==> config.mk <==
export PLATFORM = sky130hd
export DESIGN_NAME = icache_stage2
export DESIGN_NICKNAME = d
export VERILOG_FILES = /design/src/rtl/icache_stage2_pkg.sv /design/src/rtl/icache_nru_sel.sv /design/src/rtl/icache_stage2.sv
export SDC_FILE = /design/constraint.sdc
export NUM_CORES = 1
export LEC_CHECK = 0
export CAP_MARGIN = 20
export CELL_PAD_IN_SITES_DETAIL_PLACEMENT = 1
export CELL_PAD_IN_SITES_GLOBAL_PLACEMENT = 2
export CORE_UTILIZATION = 26
export CTS_BUF_LIST = sky130_fd_sc_hd__clkbuf_16
export DETAILED_ROUTE_END_ITERATION = 10
export PLACE_DENSITY_LB_ADDON = 0.08
export SETUP_SLACK_MARGIN = 0.3
export SLEW_MARGIN = 10
export SYNTH_ARGS = -nofsm -noshare
export SYNTH_HDL_FRONTEND = slang
export SYNTH_SLANG_ARGS = --single-unit
==> constraint.sdc <==
create_clock -name clk -period 5.22 [get_ports clk]
set_clock_uncertainty 0.2 [all_clocks]
set_input_delay 1.044 -clock clk [delete_from_list [all_inputs] [get_ports clk]]
set_output_delay 1.044 -clock clk [all_outputs]
set_load 0.01 [all_outputs]
==> src/rtl/icache_stage2_pkg.sv <==
// Shared icache geometry, miss FSM encoding and a one-hot priority helper.
package icache_stage2_pkg;

    localparam int ADDR_WIDTH     = 16;
    localparam int TAG_WIDTH      = 8;
    localparam int SET_BITS_WIDTH = 4;
    localparam int NUM_WAYS       = 4;
    localparam int TA_WORD_WIDTH  = NUM_WAYS * TAG_WIDTH;
    localparam int SA_WORD_WIDTH  = NUM_WAYS * 2;

    typedef enum logic [1:0] {
        ST_IDLE   = 2'd0,
        ST_REQ    = 2'd1,
        ST_WAIT   = 2'd2,
        ST_UPDATE = 2'd3
    } state_t;

    // Keeps only the lowest set bit, so way 0 wins ties.
    function automatic logic [NUM_WAYS-1:0] lowest_one(input logic [NUM_WAYS-1:0] v);
        return v & (~v + NUM_WAYS'(1));
    endfunction

endpackage

==> src/rtl/icache_nru_sel.sv <==
// NRU helper: picks the refill victim and computes the status word after marking a way used.
// Latency: combinational. Backpressure: none.
// Marks set_way used+valid; once every valid way is used, only set_way keeps its used bit.
module icache_nru_sel
    import icache_stage2_pkg::*;
(
    input  logic [SA_WORD_WIDTH-1:0] sa_word,
    input  logic [NUM_WAYS-1:0]      set_way,
    output logic [NUM_WAYS-1:0]      victim,
    output logic [SA_WORD_WIDTH-1:0] next_sa
);

    logic [NUM_WAYS-1:0] used;
    logic [NUM_WAYS-1:0] valid;
    logic [NUM_WAYS-1:0] used_n;
    logic [NUM_WAYS-1:0] valid_n;

    always_comb begin
        used    = '0;
        valid   = '0;
        next_sa = '0;
        for (int w = 0; w < NUM_WAYS; w++) begin
            used[w]  = sa_word[2*w+1];
            valid[w] = sa_word[2*w];
        end

        if (|(~valid))
            victim = lowest_one(~valid);
        else if (|(~used))
            victim = lowest_one(~used);
        else
            victim = NUM_WAYS'(1);

        used_n  = used | set_way;
        valid_n = valid | set_way;
        if ((used_n & valid_n) == valid_n)
            used_n = set_way;

        for (int w = 0; w < NUM_WAYS; w++) begin
            next_sa[2*w+1] = used_n[w];
            next_sa[2*w]   = valid_n[w];
        end
    end

endmodule

==> src/rtl/icache_stage2.sv <==
// Icache stage 2: 4-way tag compare, NRU update and miss/refill FSM (optional stats: ICACHE_STAGE2_STATS_EN).
// Latency: hit/miss result and hit SA write one cycle after the lookup; refill writes in the UPDATE cycle.
// Backpressure: o_ready low outside IDLE or under i_halt; i_halt freezes all state and masks write/request valids.
module icache_stage2
    import icache_stage2_pkg::*;
#(
    parameter int METADATA_WIDTH = 16
)(
    input  logic                      clk,
    input  logic                      arst_n,
    input  logic                      i_halt,
    input  logic [METADATA_WIDTH-1:0] i_metadata,
    input  logic                      i_metadata_valid,
    input  logic [TA_WORD_WIDTH-1:0]  i_ta_data,
    input  logic                      i_ta_data_valid,
    input  logic [SA_WORD_WIDTH-1:0]  i_sa_data,
    input  logic                      i_sa_data_valid,
    input  logic                      i_mem_ack,
    input  logic                      i_refill_done,
    output logic                      o_valid,
    output logic                      o_hit,
    output logic [NUM_WAYS-1:0]       o_hit_way,
    output logic [ADDR_WIDTH-1:0]     o_addr,
    output logic                      o_mem_req,
    output logic [ADDR_WIDTH-1:0]     o_mem_addr,
    output logic [ADDR_WIDTH-1:0]     o_w_ta_addr,
    output logic [TA_WORD_WIDTH-1:0]  o_w_ta_data,
    output logic [NUM_WAYS-1:0]       o_w_ta_mask,
    output logic                      o_w_ta_valid,
    output logic [ADDR_WIDTH-1:0]     o_w_sa_addr,
    output logic [SA_WORD_WIDTH-1:0]  o_w_sa_data,
    output logic [NUM_WAYS-1:0]       o_w_sa_mask,
    output logic                      o_w_sa_valid,
`ifdef ICACHE_STAGE2_STATS_EN
    output logic [15:0]               o_hit_count,
    output logic [15:0]               o_miss_count,
`endif
    output logic                      o_miss_state,
    output logic                      o_ready
);

    state_t state, state_nxt;

    logic                     lookup;
    logic                     idle_lookup;
    logic                     upd;
    logic [NUM_WAYS-1:0]      match;
    logic [NUM_WAYS-1:0]      hit_vec;
    logic                     hit;
    logic [SA_WORD_WIDTH-1:0] nru_sa;
    logic [NUM_WAYS-1:0]      nru_set;
    logic [NUM_WAYS-1:0]      nru_victim;
    logic [SA_WORD_WIDTH-1:0] nru_next;

    logic                     r_valid;
    logic                     r_hit;
    logic [NUM_WAYS-1:0]      r_way;
    logic [ADDR_WIDTH-1:0]    r_addr;
    logic                     r_sa_vld;
    logic [SA_WORD_WIDTH-1:0] r_sa_data;
    logic [ADDR_WIDTH-1:0]    miss_addr;
    logic [NUM_WAYS-1:0]      miss_victim;
    logic [SA_WORD_WIDTH-1:0] miss_sa;

    assign lookup      = i_metadata_valid & i_ta_data_valid & i_sa_data_valid;
    assign idle_lookup = lookup & ~i_halt & (state == ST_IDLE);
    assign upd         = (state == ST_UPDATE);

    always_comb begin
        match = '0;
        for (int w = 0; w < NUM_WAYS; w++)
            match[w] = i_sa_data[2*w] && (i_ta_data[TAG_WIDTH*w +: TAG_WIDTH] == i_metadata[15:8]);
    end

    assign hit_vec = lowest_one(match);
    assign hit     = |match;

    // One NRU instance serves both the hit update (live SA word) and the refill update (latched SA word).
    assign nru_sa  = upd ? miss_sa : i_sa_data;
    assign nru_set = upd ? miss_victim : hit_vec;

    icache_nru_sel u_nru_sel (
        .sa_word (nru_sa),
        .set_way (nru_set),
        .victim  (nru_victim),
        .next_sa (nru_next)
    );

    always_ff @(posedge clk or negedge arst_n) begin
        if (!arst_n)
            state <= ST_IDLE;
        else
            state <= state_nxt;
    end

    always_comb begin
        state_nxt = state;
        unique case (state)
            ST_IDLE:   if (idle_lookup && !hit)          state_nxt = ST_REQ;
            ST_REQ:    if (!i_halt && i_mem_ack)         state_nxt = ST_WAIT;
            ST_WAIT:   if (!i_halt && i_refill_done)     state_nxt = ST_UPDATE;
            ST_UPDATE: if (!i_halt)                      state_nxt = ST_IDLE;
            default:                                     state_nxt = ST_IDLE;
        endcase
    end

    always_ff @(posedge clk or negedge arst_n) begin
        if (!arst_n) begin
            r_valid     <= 1'b0;
            r_hit       <= 1'b0;
            r_way       <= '0;
            r_addr      <= '0;
            r_sa_vld    <= 1'b0;
            r_sa_data   <= '0;
            miss_addr   <= '0;
            miss_victim <= '0;
            miss_sa     <= '0;
        end else if (!i_halt) begin
            r_valid  <= idle_lookup;
            r_hit    <= idle_lookup & hit;
            r_way    <= idle_lookup ? hit_vec : '0;
            r_sa_vld <= idle_lookup & hit;
            if (idle_lookup) begin
                r_addr    <= i_metadata;
                r_sa_data <= nru_next;
            end
            if (idle_lookup && !hit) begin
                miss_addr   <= i_metadata;
                miss_victim <= nru_victim;
                miss_sa     <= i_sa_data;
            end
        end
    end

    assign o_valid      = (r_valid | upd) & ~i_halt;
    assign o_hit        = r_hit | upd;
    assign o_hit_way    = upd ? miss_victim : r_way;
    assign o_addr       = upd ? miss_addr : r_addr;
    assign o_mem_req    = (state == ST_REQ) & ~i_halt;
    assign o_mem_addr   = {miss_addr[15:4], 4'h0};
    assign o_w_ta_addr  = upd ? miss_addr : '0;
    assign o_w_ta_data  = upd ? {NUM_WAYS{miss_addr[15:8]}} : '0;
    assign o_w_ta_mask  = upd ? miss_victim : '0;
    assign o_w_ta_valid = upd & ~i_halt;
    assign o_w_sa_addr  = upd ? miss_addr : r_addr;
    assign o_w_sa_data  = upd ? nru_next : r_sa_data;
    assign o_w_sa_mask  = (upd | r_sa_vld) ? 4'hF : 4'h0;
    assign o_w_sa_valid = (upd | r_sa_vld) & ~i_halt;
    assign o_miss_state = (state != ST_IDLE);
    assign o_ready      = ~i_halt & (state == ST_IDLE);

`ifdef ICACHE_STAGE2_STATS_EN
    always_ff @(posedge clk or negedge arst_n) begin
        if (!arst_n) begin
            o_hit_count  <= '0;
            o_miss_count <= '0;
        end else begin
            if (idle_lookup && hit && o_hit_count != 16'hFFFF)
                o_hit_count <= o_hit_count + 16'd1;
            if (idle_lookup && !hit && o_miss_count != 16'hFFFF)
                o_miss_count <= o_miss_count + 16'd1;
        end
    end
`endif

endmodule

; ---- Word-level counts from Yosys, hierarchy flattened
; Index checks and enable logic that the tools add are counted.
[totals]
elab_cells = 83
output_inout_bits = 123
ff_bits = 60
input_bits = 64
[op_classes]
bitwise = 24
n_eq_ne = 12
n_mux = 18
reduce_logical = 17
n_addsub = 3
[op_table]
columns = cell, count
row1 = $eq 8x8->1, 4
row2 = $mux 16, 2
row3 = $mux 32, 1
row4 = $mux 4, 8
row5 = $not 4->4, 5
row6 = $and 4x4->4, 4
row7 = $mux 8, 2
row8 = $add 4x1->4 const B, 3
row9 = $reduce_or 4->1, 3
row10 = $and 1x1->1, 10
row11 = $mux 2, 4
row12 = $or 4x4->4, 2
row13 = $pmux 2 s4, 1
row14 = $logic_and 1x1->1, 7
row15 = $ne 2x2->1 const B, 3
row16 = $eq 2x2->1 const B, 2
row17 = $eq 4x4->1, 1
row18 = $reduce_and 2->1, 2
row19 = $reduce_and 4->1, 1
row20 = $eq 2x1->1 const B, 1
row21 = $logic_not 1->1, 2
row22 = $logic_not 2->1, 1
row23 = $ne 2x1->1 const B, 1
row24 = $or 1x1->1, 2
row25 = 2 further kinds, 2

; ---- Logic depth before layout (Yosys ltp)
[logic_depth]
word_depth = 11
ltp_mapped = 10
depth_no_buf = 9

; ---- Cells and area by module
; From an unflattened synthesis, not the netlist that was laid out.
[hier_totals]
hier_cells = 456
area_unflattened_um2 = 4274.1
[modules_own_cells]
columns = module, cells_each, n_inst, seq_area_each_um2, area_per_inst_um2
row1 = icache_stage2, 422, 1, 1501.4, 4068.9
row2 = icache_nru_sel, 34, 1, 0.0, 205.2

; ---- Worst setup path after synthesis
; No wires, ideal clock.
[synth_path]
path_kind = input to output
start = in i_metadata[9]
end = out o_w_sa_data[7]
required_time_ps = 3976
cell_stages = 7
setup_slack_ps = 1441
path_buffers = 1
arrival_ps = 2535
path_cell_list = buf_4 xor2_1 nor4_1 nand4_1 nor4_1 o21ai_1 a311o_1
[synth_via]
elab_chain_len = 11
elab_cells_between_ends = 18
classes_between = add/sub (1) / eq/ne (5) / mux (3) / bitwise (5) / reduce/logical (4)
[synth_rtl]
columns = element, line_no
row1 = "start, declared", icache_stage2.sv:12  ; input logic [METADATA_WIDTH-1:0] i_metadata,
row2 = $eq 8x8->1, icache_stage2.sv:72  ; match[w] = i_sa_data[2*w] && (i_ta_data[TAG_WIDTH*w +: TAG_WIDTH] == i_metadata[15:8]);
row3 = $logic_and 1x1->1, icache_stage2.sv:72
row4 = $not 4->4, icache_stage2_pkg.sv:20  ; return v & (~v + NUM_WAYS'(1));
row5 = $add 4x1->4, icache_stage2_pkg.sv:20
row6 = $and 4x4->4 *, icache_stage2_pkg.sv:20
row7 = $mux 4 *, icache_stage2.sv:80  ; assign nru_set = upd ? miss_victim : hit_vec;
row8 = "$or 4x4->4, on equally long branches", "icache_nru_sel.sv:34, icache_nru_sel.sv:35"
row9 = $and 4x4->4, icache_nru_sel.sv:36  ; if ((used_n & valid_n) == valid_n)
row10 = $eq 4x4->1, icache_nru_sel.sv:36
row11 = $mux 4 *, icache_nru_sel.sv:36
row12 = $mux 8 *, icache_stage2.sv:146  ; assign o_w_sa_data = upd ? nru_next : r_sa_data;
row13 = "end, declared", icache_stage2.sv:31  ; output logic [SA_WORD_WIDTH-1:0] o_w_sa_data,
; Every way passes the cells marked *; elsewhere a longest branch is shown, timed or not.

; ---- Worst setup path in the final report
[layout_path]
start = in i_metadata[10]
end = out o_w_sa_data[7]
; Same word-level chain as after synthesis.

==> results.cfg <==
[grt]
grt.overflow.total = 0
grt_antenna_before_repair = 0
first_global_vias = 3870
globalRouteTotalUtil_pct = 17.71
grt_start_max_net_pins = 35
global_route_wire_length_before_repair_mm = 21.60

[sta]
rsz_0062_raised_after_global_routing = false
setup_viol_count_final = 0
post_layout_min_period_ps = 4803
tightestPinTransition_ps = 739.0
report.final.slew_viol_count = 0
timing.final.hold_violations = 0
setup_total_negative_slack_ps = 0
achievable-frequency_mhz = 208.2
portion_of_the_clock_cycle_consumed_by_the_worst_path_in_the_final_layout_pct = 92.00
worst_slew_margin_rel_pct = 50.73

[detailed_routing]
met2_length_mm = 6.892
num_vias = 3514
avgViaCountPerCell = 4.431
metal1_wirelength_mm = 6.132
drtAntennaViolNets = 0
route.detailed.drc = 0
dr.pass1.iters = 6
top_signal_layer_used = met4
totalWireLength_mm = 13.86
route.met3.wl_microns = 724
route.detailed.wl_per_inst_microns = 17.48
drt_iter0_markers = 116

[power_and_ir_drop]
powerDensity_nw_per_um2 = 549.4
leakage_nw = 2.693
vdd.ir_drop.worst_v = 0.0002270
power.total_mw = 3.298

[cells_and_area]
final_util_pct = 39.06
antenna_cells_inserted = 0
drive_above_1_share_pct = 11.17
layout_common_cells = sky130_fd_sc_hd__clkdlybuf4s50_1, sky130_fd_sc_hd__nand2_1, sky130_fd_sc_hd__dfrtp_1
layout.nets = 646
layout.cells.most_common = sky130_fd_sc_hd__clkdlybuf4s50_1
area_delta_synth_final_pct = 44.95

[synthesis]
avgSynthCellArea_sq_um = 8.984
post_synth_num_cell_types = 45
netlist_area_pre_place_sq_um = 4141
seq_area_frac_synth_pct = 36.25
ys.warnings.count = 0
synth.ff_latch_count = 60
syn_inst_count = 461

[die]
die_height_microns = 128.2
dieArea_sq_um = 16440
top_level_ports = 187
die_x_microns = 128.2
core_box_area_sq_um = 15370
std_cell_rows = 45
start_util_pct = 26.94

[setup_path]
critical_path_required_ps = 3980
critical_path.endpoint_type = primary output
termination_of_the_worst_setup_path = o_w_sa_data[7]
r2r_end = state[1]
worst-setup-path-type = input port to primary output
ff2ff_setup_slack_ps = 2310
critPathMaxFanout = 6
critical_path.reg2reg.startpoint = state[0]
reg2regPathDepth = 8
cp-startpoint = i_metadata[10]
data_arrival_time_of_the_critical_path_ps = 3560
critPathLaunchType = input port

[cts]
clk_pin_slew_ps = 50
clock_latency_ps = 340
cts_made_buffers = 9
clock_sink_count = 60
cts_hold_repair.buffers = 0
cts_root_buffer = sky130_fd_sc_hd__clkbuf_16
htree_levels = 3
tritoncts = built
cts.path.max_buffers = 2

[flow_run]
max_cap_viol_count = 0

[hold_path]
timing.hold.worst.class = register to register

[place]
hpwl_mm = 10.33
place_congestion = 0.7808
buffer_ports.inserted = 182

[status]
status = finished, final reports clean
[cells by family after synthesis]
kind of cell / after synthesis / synth area share [%]
DFF: 60 / 36.25
AOI/OAI and AO/OA: 72 / 11.75
buffers and inverters: 108 / 17.76
and+or+nand+nor: 152 / 17.52
adders and majority gates: 5 / 1.511
xor gates and xnor gates: 32 / 6.767
other: 1 / 0.09055
muxes: 31 / 8.338
[repair_timing]
item,in CTS,in global routing
hold endpoints to repair,0,0
gates resized for setup,2,7
setup endpoints to repair,1,1
setup buffers,0,1
pin swaps,0,2
[layout make-up]
| cell class | instances | area (sq um) |
|---|---|---|
| clock buffer | 9 | 225.2 |
| clock inverter | 7 | 83.83 |
| fill | 1751 | 9368 |
| inverter | 13 | 48.80 |
| multi-input combinational | 296 | 1936 |
| sequential | 60 | 1501 |
| tap | 211 | 264.0 |
| timing repair buffer | 197 | 1944 |
[power by group]
group / switching [mW] / internal (mW) / leakage (nW)
clock network: 0.213 / 0.411 / 0.157
registers: 0.136 / 0.656 / 0.769
logic: 0.839 / 1.04 / 1.77
total: 1.19 / 2.11 / 2.69
[through the flow]
step	setup WS (ps)	hold slack (ps)	instance area, sq um	cells
floorplan	1441	242.3	4153	464
detailed placement	248.1	268.9	5654	776
finish	417.5	279.7	6003	793
global route	303.4	305.3	6003	793
global placement	320.4	259.4	5654	776
CTS	314.8	281.5	5974	792
[state kept, by name, summed over array words and instances (netlist names)]
signal,count
miss_addr,16
r_addr,16
miss_sa,8
r_sa_data,8
miss_victim,4
r_way,4
state,2
r_sa_vld,1
r_valid,1
[synthesized netlist by cell type (all sizes together)]
cell | n | area [sq um]
nand3 | 5 | 37.54
o22a | 3 | 26.28
nand2 | 67 | 251.5
and2 | 20 | 127.6
mux2 | 25 | 285.3
nor4 | 5 | 31.28
a221o | 1 | 11.26
buf | 82 | 638.1
a21o | 22 | 165.2
xnor2 | 25 | 219.0
nor2 | 29 | 108.9
a41o | 1 | 10.01
conb | 1 | 3.750
or2 | 2 | 12.51
or3 | 1 | 11.26
a21boi | 1 | 7.510
ha | 5 | 62.56
a21oi | 14 | 70.07
nand4 | 5 | 31.28
nand2b | 2 | 12.51
nor3 | 6 | 30.03
xor2 | 7 | 61.31
inv | 13 | 48.79
mux2i | 6 | 60.06
o32ai | 1 | 8.760
o41ai | 1 | 8.760
a31oi | 10 | 68.81
and4 | 1 | 8.760
nor2b | 4 | 25.02
a32o | 1 | 10.01
clkbuf | 13 | 48.80
a311o | 1 | 10.01
dfrtp | 60 | 1501
a211oi | 1 | 7.510
nor3b | 5 | 37.54
o31ai | 3 | 22.52
o21ai | 12 | 60.05
[routing by layer]
metal / up-vias / GRT usage, %
met5: - / 0
met4: 0 / 5.190
met3: 8 / 4.716
met2: 115 / 31.16
met1: 1694 / 20.98
li1: 1697 / -
[how the worst min path moves through the flow]
stage | start | slack [ps] | depth (start not counted) | endpoint
after floorplan | r_way[3] | 240 | 2 | r_way[3]
after global placement | r_sa_vld | 260 | 1 | r_sa_vld
after detailed placement | r_addr[11] | 270 | 2 | r_addr[11]
after CTS | r_addr[11] | 280 | 2 | r_addr[11]
after global routing | r_sa_vld | 310 | 1 | r_sa_vld
final | r_way[1] | 280 | 2 | r_way[1]
[critical path, cell delays in order]
cell and delay, ps:
sky130_fd_sc_hd__clkdlybuf4s50_1 670, sky130_fd_sc_hd__xnor2_1 170, sky130_fd_sc_hd__nand3_1 140, sky130_fd_sc_hd__or3_4 430, sky130_fd_sc_hd__a41o_1 220, sky130_fd_sc_hd__o21ai_1 110
sky130_fd_sc_hd__a311o_1 220, sky130_fd_sc_hd__clkdlybuf4s50_1 540
(Power assumes the default switching activity.)
